File: config.mk
export PLATFORM = sky130hd
export DESIGN_NAME = adder_sub_seq_nbits
export DESIGN_NICKNAME = d
export VERILOG_FILES = /design/src/rtl/calc_pkg.sv /design/src/rtl/adder_chunk_cin.sv /design/src/rtl/adder_sub_seq_nbits.sv
export SDC_FILE = /design/constraint.sdc
export NUM_CORES = 1
export LEC_CHECK = 0
export CAP_MARGIN = 0
export CORE_MARGIN = 3
export CORE_UTILIZATION = 50
export CTS_CLUSTER_DIAMETER = 100
export DETAILED_ROUTE_END_ITERATION = 12
export HOLD_SLACK_MARGIN = 0.12
export PLACE_DENSITY = 0.88
export SLEW_MARGIN = 20
export SYNTH_ARGS = -nofsm -noshare
export SYNTH_HDL_FRONTEND = slang
export SYNTH_SLANG_ARGS = --single-unit
File: constraint.sdc
create_clock -name clk_i -period 5.8 [get_ports clk_i]
set_clock_uncertainty 0.15 [all_clocks]
set_input_delay 0.87 -clock clk_i [delete_from_list [all_inputs] [get_ports clk_i]]
set_output_delay 0.87 -clock clk_i [all_outputs]
set_load 0.02 [all_outputs]
File: src/rtl/calc_pkg.sv
// Shared definitions for the sequential calculator blocks.
package calc_pkg;

  typedef enum logic [1:0] {
    IDLE = 2'd0,
    RUN  = 2'd1,
    DONE = 2'd2
  } calc_state_t;

endpackage

File: src/rtl/adder_chunk_cin.sv
// Combinational chunk adder with carry in/out; reused every RUN cycle.
module adder_chunk_cin #(
  parameter int width = 4
) (
  input  logic [width-1:0] a_i,
  input  logic [width-1:0] b_i,
  input  logic             c_i,
  output logic [width-1:0] s_o,
  output logic             c_o
);

  assign {c_o, s_o} = {1'b0, a_i} + {1'b0, b_i} + {{width{1'b0}}, c_i};

endmodule

File: src/rtl/adder_sub_seq_nbits.sv
// Multi-cycle add/subtract: one chunk per cycle, carry carried between cycles.
module adder_sub_seq_nbits
  import calc_pkg::*;
#(
  parameter int width = 8,
  parameter int chunk = 4
) (
  input  logic             clk_i,
  input  logic             rst_i,
  input  logic             start_i,
  input  logic [width-1:0] a_i,
  input  logic [width-1:0] b_i,
  input  logic             sub_i,
  output logic             busy_o,
  output logic             done_o,
  output logic [width:0]   s_o,
  output logic             ovf_o
);

  localparam int N     = width / chunk;
  localparam int IDX_W = (N > 1) ? $clog2(N) : 1;
  localparam logic [IDX_W-1:0] LAST = IDX_W'(N - 1);

  calc_state_t      state;
  logic [width-1:0] a_q, b_q;
  logic             sub_q;
  logic [IDX_W-1:0] idx;
  logic             carry;
  logic [width:0]   s_q;
  logic             ovf_q;

  logic [chunk-1:0] a_sl, b_sl, sum;
  logic             cout;

  // Subtraction is A + ~B + 1: the +1 enters as the initial carry.
  assign a_sl = a_q[idx*chunk +: chunk];
  assign b_sl = b_q[idx*chunk +: chunk] ^ {chunk{sub_q}};

  adder_chunk_cin #(.width(chunk)) u_chunk (
    .a_i (a_sl),
    .b_i (b_sl),
    .c_i (carry),
    .s_o (sum),
    .c_o (cout)
  );

  always_ff @(posedge clk_i) begin
    if (rst_i) begin
      state <= IDLE;
      a_q   <= '0;
      b_q   <= '0;
      sub_q <= 1'b0;
      idx   <= '0;
      carry <= 1'b0;
      s_q   <= '0;
      ovf_q <= 1'b0;
    end else begin
      case (state)
        IDLE: if (start_i) begin
          a_q   <= a_i;
          b_q   <= b_i;
          sub_q <= sub_i;
          carry <= sub_i;
          idx   <= '0;
          ovf_q <= 1'b0;
          state <= RUN;
        end
        RUN: begin
          s_q[idx*chunk +: chunk] <= sum;
          carry <= cout;
          if (idx == LAST) begin
            // Top bit is carry for add, borrow (inverted carry) for sub.
            s_q[width] <= cout ^ sub_q;
            ovf_q <= (a_sl[chunk-1] == b_sl[chunk-1]) && (sum[chunk-1] != a_sl[chunk-1]);
            idx   <= '0;
            state <= DONE;
          end else begin
            idx <= idx + 1'b1;
          end
        end
        DONE:    state <= IDLE;
        default: state <= IDLE;
      endcase
    end
  end

  assign busy_o = (state != IDLE);
  assign done_o = (state == DONE);
  assign s_o    = s_q;
  assign ovf_o  = ovf_q;

endmodule

==> summary.txt, run 1 <==
Status
  – Outcome: finished, final reports clean

GRT
  – Grt ovf: 0
  – Vias in the first global route: ~1100
  – Initial antenna violation count: 0
  – GRT Util Overall: 0.180
  – First-pass GRT wire length: 4800 µm
  – Largest net degree at the start of global routing: 34

Layout
  – Final instance area: between 1500 and 2000 µm²
  – Share of cells above drive strength 1: 0.0761
  – Layout Utilization: 0.705
  – FILL cells: 222
  – N_diodes: 0
  – Layout overhead on the synthesized area: 26.8%
  – Number of nets in the layout: 221

Worst setup path
  – Critical-path cell list: mux2i_1, xor2_1, fa_1, inv_1, fa_1, a21o_1, a21oi_1, or2b_1, a31oi_1
  – Worst path required time: slightly below 6 ns
  – Buffers & Inverters on Critical Path: 1
  – Setup CP Type: reg2reg
  – Worst Path Max Fanout: 13
  – Top cell by count, worst path: fa_1
  – Crit path DAT: roughly 2.9 ns
  – Slowest CP cell: dfxtp_1
  – Slowest Stage Delay on Critical Path: 0.69 ns
  – Crit end category: register
  – FF-to-FF setup slack: between 2 and 3 ns
  – CP Launch Type: register
  – Top Family by Delay on Critical Path: flip-flops

Clock network
  – Setup bufs post-CTS: 0
  – Worst-skew pair later-pin latency: 0.33 ns
  – Worst-path clk slew: about 0.1 ns
  – TritonCTS clock tree: built
  – H-Tree Depth: 2
  – CTS Buf Count: 5
  – PostCTS Resize Cnt: 0
  – CTS root buffer: clkbuf_4
  – Clock tree buffer depth: 2
  – Clock Sinks: 31
  – Hold_buf cts: 0

Yosys
  – Number of synthesized register bits: 31
  – Post-synth ARST share: 0
  – Synth unique cells: 36
  – Synth warnings: 0
  – Cell area after synthesis: 1450 µm²
  – Mean Syn Cell Area: slightly below 9 µm²
  – Cells after Synth: 168
  – Syn nets: ~190
  – Top_reg_cell synth: dfxtp_1
  – EDFF count, synth: 0
  – Seq/Total Area, Yosys: 0.427

Floorplan
  – Die H: 59.9 µm
  – Initial Util: 0.556
  – Die width: 59.9 µm
  – Die ar.: between 3000 and 4000 µm²
  – Core Footprint: 2610 µm²
  – Row count: 18
  – IO Count: 32

Place
  – Worst slack, placed: around 2.8 ns
  – Placed cell area: ~1700 µm²
  – Port bufs: 31
  – GP Congestion: roughly 0.89
  – Dpl hpwl: 2170 µm

Route
  – Wire per inst: about 13 µm
  – Via-to-Cell Ratio: between 5 and 6
  – First-pass DRT Iterations: 4
  – Routed Antenna Nets: 0
  – Vias: between 1000 and 1500
  – Drt initial violations: 24
  – Routed wire length: between 2000 and 3000 µm
  – DRC errors left: 0

Timing
  – RSZ-0062 raised after global routing: false
  – Slew HR: 0.239
  – Setup violations, final: 0
  – Post-route setup TNS: 0 ns
  – Final hold vios: 0
  – Slew Limit Fails: 0
  – Final worst slack: between 2 and 3 ns
  – Fin crit period: just under 3 ns
  – Least-Margin Pin Slew: 1.14 ns
  – Fmax: between 0.3 and 0.4 GHz
  – Period utilization: 0.497

Min path
  – Tightest Hold Check Type: reg2reg

Pwr
  – VDD IR-drop max: ~0.31 mV
  – Leak pwr: between 0.7 and 0.8 nW
  – Power per cell area: slightly below 300 nW/µm²

Job
  – Maximum Capacitance Violations: 0
worst min-delay path, stage by stage (launching register included):
cell     delay [ns]
dfxtp_1        0.33
nand2_1        0.05
a21oi_1        0.05
Yosys cell counts, drive strengths merged, types with 2 or more instances:
| library cell | count | share of area |
|---|---|---|
| o21ai | 2 | 0.0069 |
| dfxtp | 31 | 0.43 |
| inv | 3 | 0.0078 |
| nor2 | 11 | 0.028 |
| and2b | 2 | 0.012 |
| ha | 3 | 0.026 |
| mux2i | 8 | 0.055 |
| nand3b | 5 | 0.026 |
| buf | 6 | 0.033 |
| clkbuf | 4 | 0.011 |
| xnor2 | 4 | 0.024 |
| fa | 2 | 0.028 |
| mux2 | 2 | 0.016 |
| a21boi | 2 | 0.010 |
| nand2 | 38 | 0.098 |
| a21oi | 24 | 0.083 |
| a21o | 2 | 0.010 |
| a211oi | 4 | 0.021 |
metrics by stage:
stage / hold WS (ns) / instances / power [W]
final: 0.313 / 227 / 0.000546
after global routing: 0.331 / 227 / 0.000569
after CTS: 0.315 / 227 / 0.000550
after detailed placement: 0.301 / 219 / 0.000339
after global placement: 0.293 / 219 / 0.000334
after floorplan: 0.283 / 168 / 0.000307
final timing paths:
kind	start	end	cells past startpoint
max reg2reg	idx	carry	9
min reg2reg	a_q[5]	a_q[5]	2
max	idx	carry	9
min	a_q[5]	a_q[5]	2
where the power goes:
group	leakage, nW	switching (W)	internal [W]
Sequential	0.254	0.0000109	0.000226
Clock	0.0514	0.0000771	0.000134
Combinational	0.409	0.0000495	0.0000482
Total	0.714	0.000137	0.000409
placed cells by master, fill, tap and decap left out:
cell type,n
nand2_1,38
dfxtp_1,31
clkdlybuf4s50_1,31
a21oi_1,24
nor2_1,11
mux2i_1,8
nand3b_1,5
clkbuf_4,5
xnor2_1,4
a211oi_1,4
inv_1,3
ha_1,3
mux2_2,2
and2b_2,2
a21o_1,2
o21ai_0,2
a21boi_0,2
fa_1,2
bufinv_16,2
or2_2,1
xor2_1,1
nor3b_2,1
or3b_1,1
nor2b_2,1
or2b_1,1
a31oi_1,1
or4_1,1
and2_1,1
nand4b_1,1
nand3_1,1
and3b_1,1
nor3_1,1
or3_1,1
nand2b_1,1
clkinvlp_4,1
cell type report:
cell class              count  area, µm²  share of cell area
multi-input cells         124        757               0.411
flip-flops and latches     31        621               0.337
repair buffers             31        310               0.168
clock inverters             3       67.6              0.0367
clock buffers               5       37.5              0.0204
well taps                  30       37.5              0.0204
inverters                   3       11.3             0.00611
registers in the layout, indices dropped and copies added, names as in the netlist:
register and flops:
b_q 8, carry 1, ovf_o 1, a_q 8, sub_q 1, state 2
idx 1, s_o 9
per-layer routing:
layer	GRT usage	vias to the layer above	share of wire
met5	0	-	0
met4	0.0665	0	0.014
met3	0.0648	7	0.056
met2	0.319	28	0.51
met1	0.194	594	0.42
li1	-	619	-
cell families after synthesis:
group / after synthesis / share of synthesized area
DFF: 31 / 0.427
xor gates and xnor gates: 5 / 0.0301
and+or+nand+nor: 69 / 0.232
adders and majority gates: 5 / 0.0534
buffers and inverters: 13 / 0.0517
AOI/OAI and AO/OA: 35 / 0.135
muxes: 10 / 0.0706
No activity file was read; power rests on OpenSTA's default activity.
==> run 2: changes to the inputs <==
Settings changed: CORE_UTILIZATION 50 to 44, PLACE_DENSITY 0.88 to 0.83.
Clock period 5.8 ns to 2.35 ns, I/O delays scaled along.
==> summary.txt, run 2 (synthesized netlist as in run 1, its figures left out) <==
Status
  – Outcome: finished, final reports clean (unchanged)

Clock network
  – TritonCTS clock tree: built (unchanged)
  – CTS root buffer: clkbuf_4 (unchanged)
  – Worst-skew pair later-pin latency: 0.33 ns (about the same)
  – CTS Buf Count: 5 (unchanged)
  – H-Tree Depth: 2 (unchanged)
  – Clock Sinks: 31 (unchanged)
  – Worst-path clk slew: 0.10 ns (about the same)
  – Clock tree buffer depth: 2 (unchanged)

GRT
  – Grt ovf: 0 (unchanged)
  – Vias in the first global route: 1165 (was 1135)
  – First-pass GRT wire length: 4950 µm (was 4800 µm)
  – Initial antenna violation count: 0 (unchanged)
  – Largest net degree at the start of global routing: 20 (was 34)
  – GRT Util Overall: 0.157 (was 0.180)

Worst setup path
  – Worst Path Max Fanout: 3 (was 13)
  – Crit. Startpoint: idx (unchanged)
  – Setup CP Type: reg2reg (unchanged)
  – Critical Path Sink: carry (unchanged)
  – Crit Reg-Reg Startpoint: idx (unchanged)
  – R2r worst-path depth: 9 (unchanged)
  – Worst r2r dst: carry (unchanged)
  – Crit path DAT: 2.36 ns (was 2.90 ns)
  – CP Launch Type: register (unchanged)
  – Crit end category: register (unchanged)
  – FF-to-FF setup slack: 0.06 ns (was 2.92 ns)
  – Worst path required time: 2.42 ns (was 5.82 ns)

Floorplan
  – Core Footprint: 3100 µm² (was 2610 µm²)
  – Die ar.: 4030 µm² (was 3590 µm²)
  – Die H: 63.5 µm (was 59.9 µm)
  – IO Count: 32 (unchanged)
  – Row count: 20 (was 18)
  – Initial Util: 0.468 (was 0.556)
  – Die width: 63.5 µm (was 59.9 µm)

Route
  – Wire per inst: 11.4 µm (was 13.0 µm)
  – First-pass DRT Iterations: 4 (unchanged)
  – Routed wire length: 2820 µm (was 2960 µm)
  – DRC errors left: 0 (unchanged)
  – Routed Antenna Nets: 0 (unchanged)
  – Vias: 1206 (was 1248)
  – Via-to-Cell Ratio: 4.86 (was 5.50)
  – Drt initial violations: 22 (was 24)

Timing
  – Fin crit period: 2.29 ns (was 2.88 ns)
  – Setup violations, final: 0 (unchanged)
  – Fmax: 0.438 GHz (was 0.347 GHz)
  – Slew HR: 0.643 (was 0.239)
  – Final hold vios: 0 (unchanged)
  – RSZ-0062 raised after global routing: true (was false)
  – Least-Margin Pin Slew: 0.535 ns (was 1.14 ns)
  – Slew Limit Fails: 0 (unchanged)
  – Period utilization: 0.973 (was 0.497)
  – Final worst slack: 0.0643 ns (was 2.92 ns)

Layout
  – Number of nets in the layout: 229 (was 221)
  – Share of cells above drive strength 1: 0.137 (was 0.0761)
  – Max reg flops: 9 (unchanged)
  – Layout Utilization: 0.607 (was 0.705)
  – FILL cells: 317 (was 222)
  – Post-Layout Cell Count: 248 (was 227)
  – Final instance area: 1880 µm² (was 1840 µm²)
  – N_diodes: 0 (unchanged)
  – Most frequent cells in the layout: 38 x nand2_1, 31 x clkdlybuf4s50_1, 30 x dfxtp_1 (was 38 x nand2_1, 31 x dfxtp_1, 31 x clkdlybuf4s50_1)
  – Layout overhead on the synthesized area: 29.7% (was 26.8%)
  – Most common cell after layout, fill and taps aside: nand2_1 (unchanged)

Pwr
  – Switching share of power: 0.281 (was 0.252)
  – Leak pwr: 0.736 nW (was 0.714 nW)
  – Sw power: 0.000324 W (was 0.000137 W)
  – Clock power share: 0.272 (was 0.387)
  – Comb power frac: 0.225 (was 0.179)
  – Power per cell area: 612 nW/µm² (was 296 nW/µm²)
  – Sequential power share: 0.502 (was 0.434)
  – VDD IR-drop max: 0.337 mV (was 0.313 mV)
  – Internal power: 0.000829 W (was 0.000409 W)

Min path
  – Tightest Hold Check Type: reg2reg (unchanged)

Place
  – Placed cell area: 1810 µm² (was 1740 µm²)
  – Post-Place Cells: 239 (was 219)
  – Port bufs: 31 (unchanged)
  – Dpl hpwl: 2220 µm (was 2170 µm)
  – Worst slack, placed: -0.0491 ns (was 2.85 ns)
  – GP Congestion: 0.852 (was 0.893)

Job
  – Maximum Capacitance Violations: 0 (unchanged)
run 2: how the worst min path moves through the flow:
stage	startpoint	endpoint	slack, ns	cells after the start
final	b_q[2]	b_q[2]	0.31	2
after floorplan	a_q[5]	a_q[5]	0.28	2
after global routing	a_q[0]	a_q[0]	0.34	2
after CTS	s_o[5]	s_o[5]	0.31	2
after global placement	a_q[3]	a_q[3]	0.29	2
after detailed placement	s_o[5]	s_o[5]	0.30	2
run 2: power groups by stage:
stage	Clock (W)	Combinational, W	Sequential, W
after global routing	0.000347	0.000289	0.000584
after CTS	0.000322	0.000258	0.000579
after global placement	0	0.000251	0.000590
after floorplan	0	0.000163	0.000598
after detailed placement	0	0.000254	0.000591
final	0.000314	0.000260	0.000579
run 2: worst max-delay path, stage by stage (launching register included):
cell and delay [ns]:
dfxtp_2 0.36, mux2i_2 0.22, xor2_1 0.23, fa_2 0.26, inv_2 0.05, fa_2 0.38, a21o_1 0.18, a21oi_2 0.15
or2b_1 0.12, a31oi_1 0.08
run 2: layer usage:
metal  share of wire  vias up  global-route usage
met5               0        -                   0
met4           0.022        0              0.0889
met3           0.047        7              0.0446
met2            0.48       26               0.266
met1            0.45      540               0.175
li1                -      633                   -
run 2: final cells by class:
cell class,count,area [µm²],share of cell area
multi-input combinational,124,769,0.408
inverter,3,11.3,0.00598
clock inverter,1,5.00,0.00266
clock buffer,6,51.3,0.0272
timing repair buffer,39,370,0.197
tap,44,55.1,0.0292
sequential,31,622,0.330
run 2: timing repair:
action,CTS,global route
gates resized for setup,1,3
buffers inserted,1,1
hold buffers,0,0
setup endpoints to repair,2,2
pin swaps,1,7
run 2: metrics by stage:
step	hold slack (ns)	total power, W	setup TNS, ns
3_5_place_dp	0.300	0.000846	-0.0697
3_3_place_gp	0.293	0.000840	0
5_1_grt	0.336	0.00122	-0.112
4_1_cts	0.312	0.00116	0
2_1_floorplan	0.283	0.000761	0
6_report	0.311	0.00115	0
==> run 3: changes to the inputs <==
Settings changed: CTS_CLUSTER_SIZE set to 40.
==> results of run 3 <==
No change in the layout: final DEF, timing and power equal those of run 2.
==> patch 1, RTL diff (flow settings as in run 3) <==
Set the parameter `chunk` to 2 (it was 4).
--- a/src/rtl/adder_sub_seq_nbits.sv
+++ b/src/rtl/adder_sub_seq_nbits.sv
@@ -4,5 +4,5 @@
 #(
   parameter int width = 8,
-  parameter int chunk = 4
+  parameter int chunk = 2
 ) (
   input  logic             clk_i,
Formal check against the unedited RTL: not equivalent (Yosys sat finds a counterexample within 4 cycles, from zero or initial values and one cycle with rst_i high).
==> patch 1 against run 3 <==
  * Area after synthesis rose by 10%
  * Die area grew 9.2%
  * Sequential cell count is 1 higher
  * Largest cell class unchanged
  * Sequential power grew 0.9%
  * The flow now finishes with violations (setup timing)
  * Wire length increased by 25%
  * Cell area increased by 11%
  * Power grew 0.24%
  * Worst setup slack lost 0.29 ns
==> patch 1: results <==
{
  "peakVddDrop_v": 0.000285,
  "gp_congestion": 0.839,
  "critPathArrivalTime_ns": 2.66,
  "ctsResizeCount": 0,
  "worstPathMaxFanout": 4,
  "clock_power_uw": 330,
  "tightest_slew_ns": 0.636,
  "violations": "setup timing",
  "fin_ws_ns": -0.227,
  "track_usage_pct": 17.4,
  "setup_viol_count_final": 8,
  "ys_seq_area_share_pct": 40.0,
  "dp.cells": 255,
  "pwr-share-comb_pct": 20.9,
  "use_met1_pct": 22.4,
  "synth_area_leaders": "dfxtp_1, nand2_1, a21oi_1, ha_1, mux4_1",
  "total_leakage_power_nw": 0.790,
  "via_count": 1397,
  "met2_usage_pct": 25.9,
  "fin_setup_tns_ns": -1.10,
  "synth_cell_types": 38,
  "placed_area_sq_um": 2000,
  "place_ws_ns": -0.189,
  "drtIter0Drc": 65,
  "wl_per_cell_microns": 13.3,
  "status": "complete, but fails checks",
  "wl_met3_microns": 220,
  "cp_slowest_stage_delay_ns": 0.53
}
-- patch 1: cell count changes after synthesis, sizes merged, moves of 3 or more --
cell,run 3,this run
xnor2,4,1
mux2i,8,1
nor2,11,6
nand4,0,5
nand3,1,4
ha,3,8
mux4,0,4
nand2,38,43
a211oi,4,0
-- patch 1: path summary, 6_finish.rpt --
kind	end
hold / removal	s_o[2]
setup reg to reg	s_o[7]
setup / recovery	s_o[7]
hold reg to reg	s_o[2]
-- patch 1: cells by family after synthesis --
| kind of cell | synth area share, % |
|---|---|
| compound gates | 11.5 |
| xor+xnor | 1.64 |
| fa+ha+maj | 8.75 |
| buf+inv | 5.39 |
| flops | 40.0 |
| mux | 6.95 |
| simple gates | 25.8 |
-- patch 1: layout make-up --
class / instances / area share (%)
well taps: 46 / 2.75
flip-flops and latches: 32 / 30.8
inverters: 5 / 0.897
clock inverters: 2 / 0.478
clock buffers: 6 / 2.45
repair buffers: 43 / 19.1
multi-input cells: 130 / 43.5
==> patch 2, RTL diff (config.mk and constraints of run 3) <==
Without the edit above. Register the inputs `start_i`, `a_i`, `b_i` and `sub_i` before use, without a reset. The logic sees them one clock later.
--- a/src/rtl/adder_sub_seq_nbits.sv
+++ b/src/rtl/adder_sub_seq_nbits.sv
@@ -21,4 +21,16 @@
   localparam int IDX_W = (N > 1) ? $clog2(N) : 1;
   localparam logic [IDX_W-1:0] LAST = IDX_W'(N - 1);
+
+  logic start_q;
+  logic [width-1:0] a_r;
+  logic [width-1:0] b_r;
+  logic sub_r;
+
+  always_ff @(posedge clk_i) begin
+    start_q <= start_i;
+    a_r     <= a_i;
+    b_r     <= b_i;
+    sub_r   <= sub_i;
+  end
 
   calc_state_t      state;
@@ -57,9 +69,9 @@
     end else begin
       case (state)
-        IDLE: if (start_i) begin
-          a_q   <= a_i;
-          b_q   <= b_i;
-          sub_q <= sub_i;
-          carry <= sub_i;
+        IDLE: if (start_q) begin
+          a_q   <= a_r;
+          b_q   <= b_r;
+          sub_q <= sub_r;
+          carry <= sub_r;
           idx   <= '0;
           ovf_q <= 1'b0;
Function: changed (Yosys sat finds a counterexample within 4 cycles, from zero or initial values and one cycle with rst_i high).
==> patch 2 against run 3 <==
  * Hold slack got worse by 0.027 ns
  * First-iteration DRC count rose by 77%
  * Sequential power rose by 56%
  * Wire length rose by 5.2%
  * Sequential cell count rose by 18
  * Worst setup slack improved by 0.041 ns
  * Global-route usage fell by 2.9 points
  * Cell area rose by 21%
  * Area after synthesis rose by 23%
  * Clock power rose by 48%
  * Critical path depth did not move
  * Power rose by 42%
==> patch 2: results <==
{
  "synth_fp_nets": 205,
  "fillers": 334,
  "root_buffer": "clkbuf_8",
  "wl_met2_microns": 1410,
  "status": "complete, no violations",
  "fin_nets": 241,
  "synth_top_cells_by_count": "dfxtp_1, nand2_1, a21oi_1, nor2_1",
  "critPathArrivalTime_ns": 2.34,
  "rrSetupSlack_ns": 0.11,
  "peakVddDrop_v": 0.000540,
  "grt_pass1_vias": 1137,
  "final_layout_size_suffix_gt1_share_pct": 13.8,
  "dp_hpwl_microns": 2230,
  "total_leakage_power_nw": 0.876,
  "wl_met3_microns": 177,
  "num_antenna_cells": 0,
  "via_count": 1272,
  "drtIter0Drc": 39,
  "synth_area_leaders": "dfxtp_1, nand2_1, a21oi_1, mux2i_1, xnor2_1",
  "min_from": "a_r[4]",
  "grt_pass1_wl_microns": 4940,
  "wirelength_met1_microns": 1320,
  "cp_slowest_cell": "fa_2",
  "ys_seq_area_share_pct": 55.1,
  "cp_slowest_stage_delay_ns": 0.41,
  "holdPathEnd": "a_q[4]",
  "worst_hold_slack_ns": 0.284,
  "tightest_slew_ns": 0.664,
  "gp_congestion": 0.761,
  "wl_per_cell_microns": 11.2,
  "track_usage_pct": 12.8,
  "clk_pin_slew_ns": 0.08,
  "p_int_mw": 1.22,
  "clk_latency_ns": 0.29,
  "placed_area_sq_um": 2170
}
[patch 2: cell count changes after synthesis, sizes merged, moves of 2 or more]
cell,before,now
mux2i,8,6
a21boi,2,0
nor2,11,7
dfxtp,31,49
nand3b,5,3
o31ai,0,2
nand2,38,41
xnor2,4,6
[patch 2: repair_timing]
item,CTS,global route
setup endpoints to repair,0,2
setup buffers,0,1
hold buffers,0,0
gates resized for setup,0,5
[patch 2: metrics by stage]
| step | utilization (%) | instances | setup slack (ns) |
|---|---|---|---|
| final | 60.2 | 265 | 0.105 |
| after global routing | 60.2 | 265 | -0.0157 |
| after CTS | 59.7 | 264 | 0.0245 |
| after detailed placement | 57.4 | 256 | 0.0293 |
| after global placement | 57.4 | 256 | 0.112 |
| after floorplan | - | 180 | 0.0146 |
[patch 2: layout make-up]
cell class | instances | area share [%]
Multi-Input combinational cell | 119 | 33.0
Timing Repair Buffer | 39 | 16.9
Clock buffer | 5 | 3.03
Tap cell | 48 | 2.64
Sequential cell | 49 | 43.4
Inverter | 2 | 0.331
Clock inverter | 3 | 0.771
[patch 2: metal layers]
layer / vias up / track usage [%]
li1: 667 / -
met1: 571 / 14.5
met2: 28 / 21.3
met3: 6 / 4.64
met4: 0 / 5.74
met5: - / 0
[patch 2: cell families (layout without fill, tap and decap cells)]
kind of cell	after synthesis	after routing	synth area share, %
xor gates and xnor gates	7	7	3.44
DFF	49	49	55.1
buffers and inverters	12	49	3.37
adders and majority gates	5	5	4.35
AOI/OAI and AO/OA	34	34	11.0
muxes	9	9	5.27
and+or+nand+nor	64	64	17.5
[patch 2: worst max-delay path by stage]
stage | cells after the start | to
2_1_floorplan | 10 | carry
3_3_place_gp | 9 | carry
3_5_place_dp | 9 | carry
4_1_cts | 9 | s_o[8]
5_1_grt | 9 | carry
6_report | 9 | s_o[8]
[patch 2: power groups by stage]
stage / Sequential (mW) / Combinational [mW] / Clock (mW)
6_report: 0.903 / 0.264 / 0.466
5_1_grt: 0.910 / 0.291 / 0.518
4_1_cts: 0.905 / 0.261 / 0.483
3_5_place_dp: 0.924 / 0.261 / 0
3_3_place_gp: 0.923 / 0.255 / 0
2_1_floorplan: 0.930 / 0.158 / 0
[patch 2: worst register-to-register path, cell delays in order, from the launching register on]
cell and delay (ns):
dfxtp_4 0.37, mux2i_1 0.22, xor2_1 0.12, fa_2 0.41, inv_2 0.06, fa_2 0.19, a21o_1 0.13, a21oi_2 0.06
or4_1 0.40, nand3_1 0.08
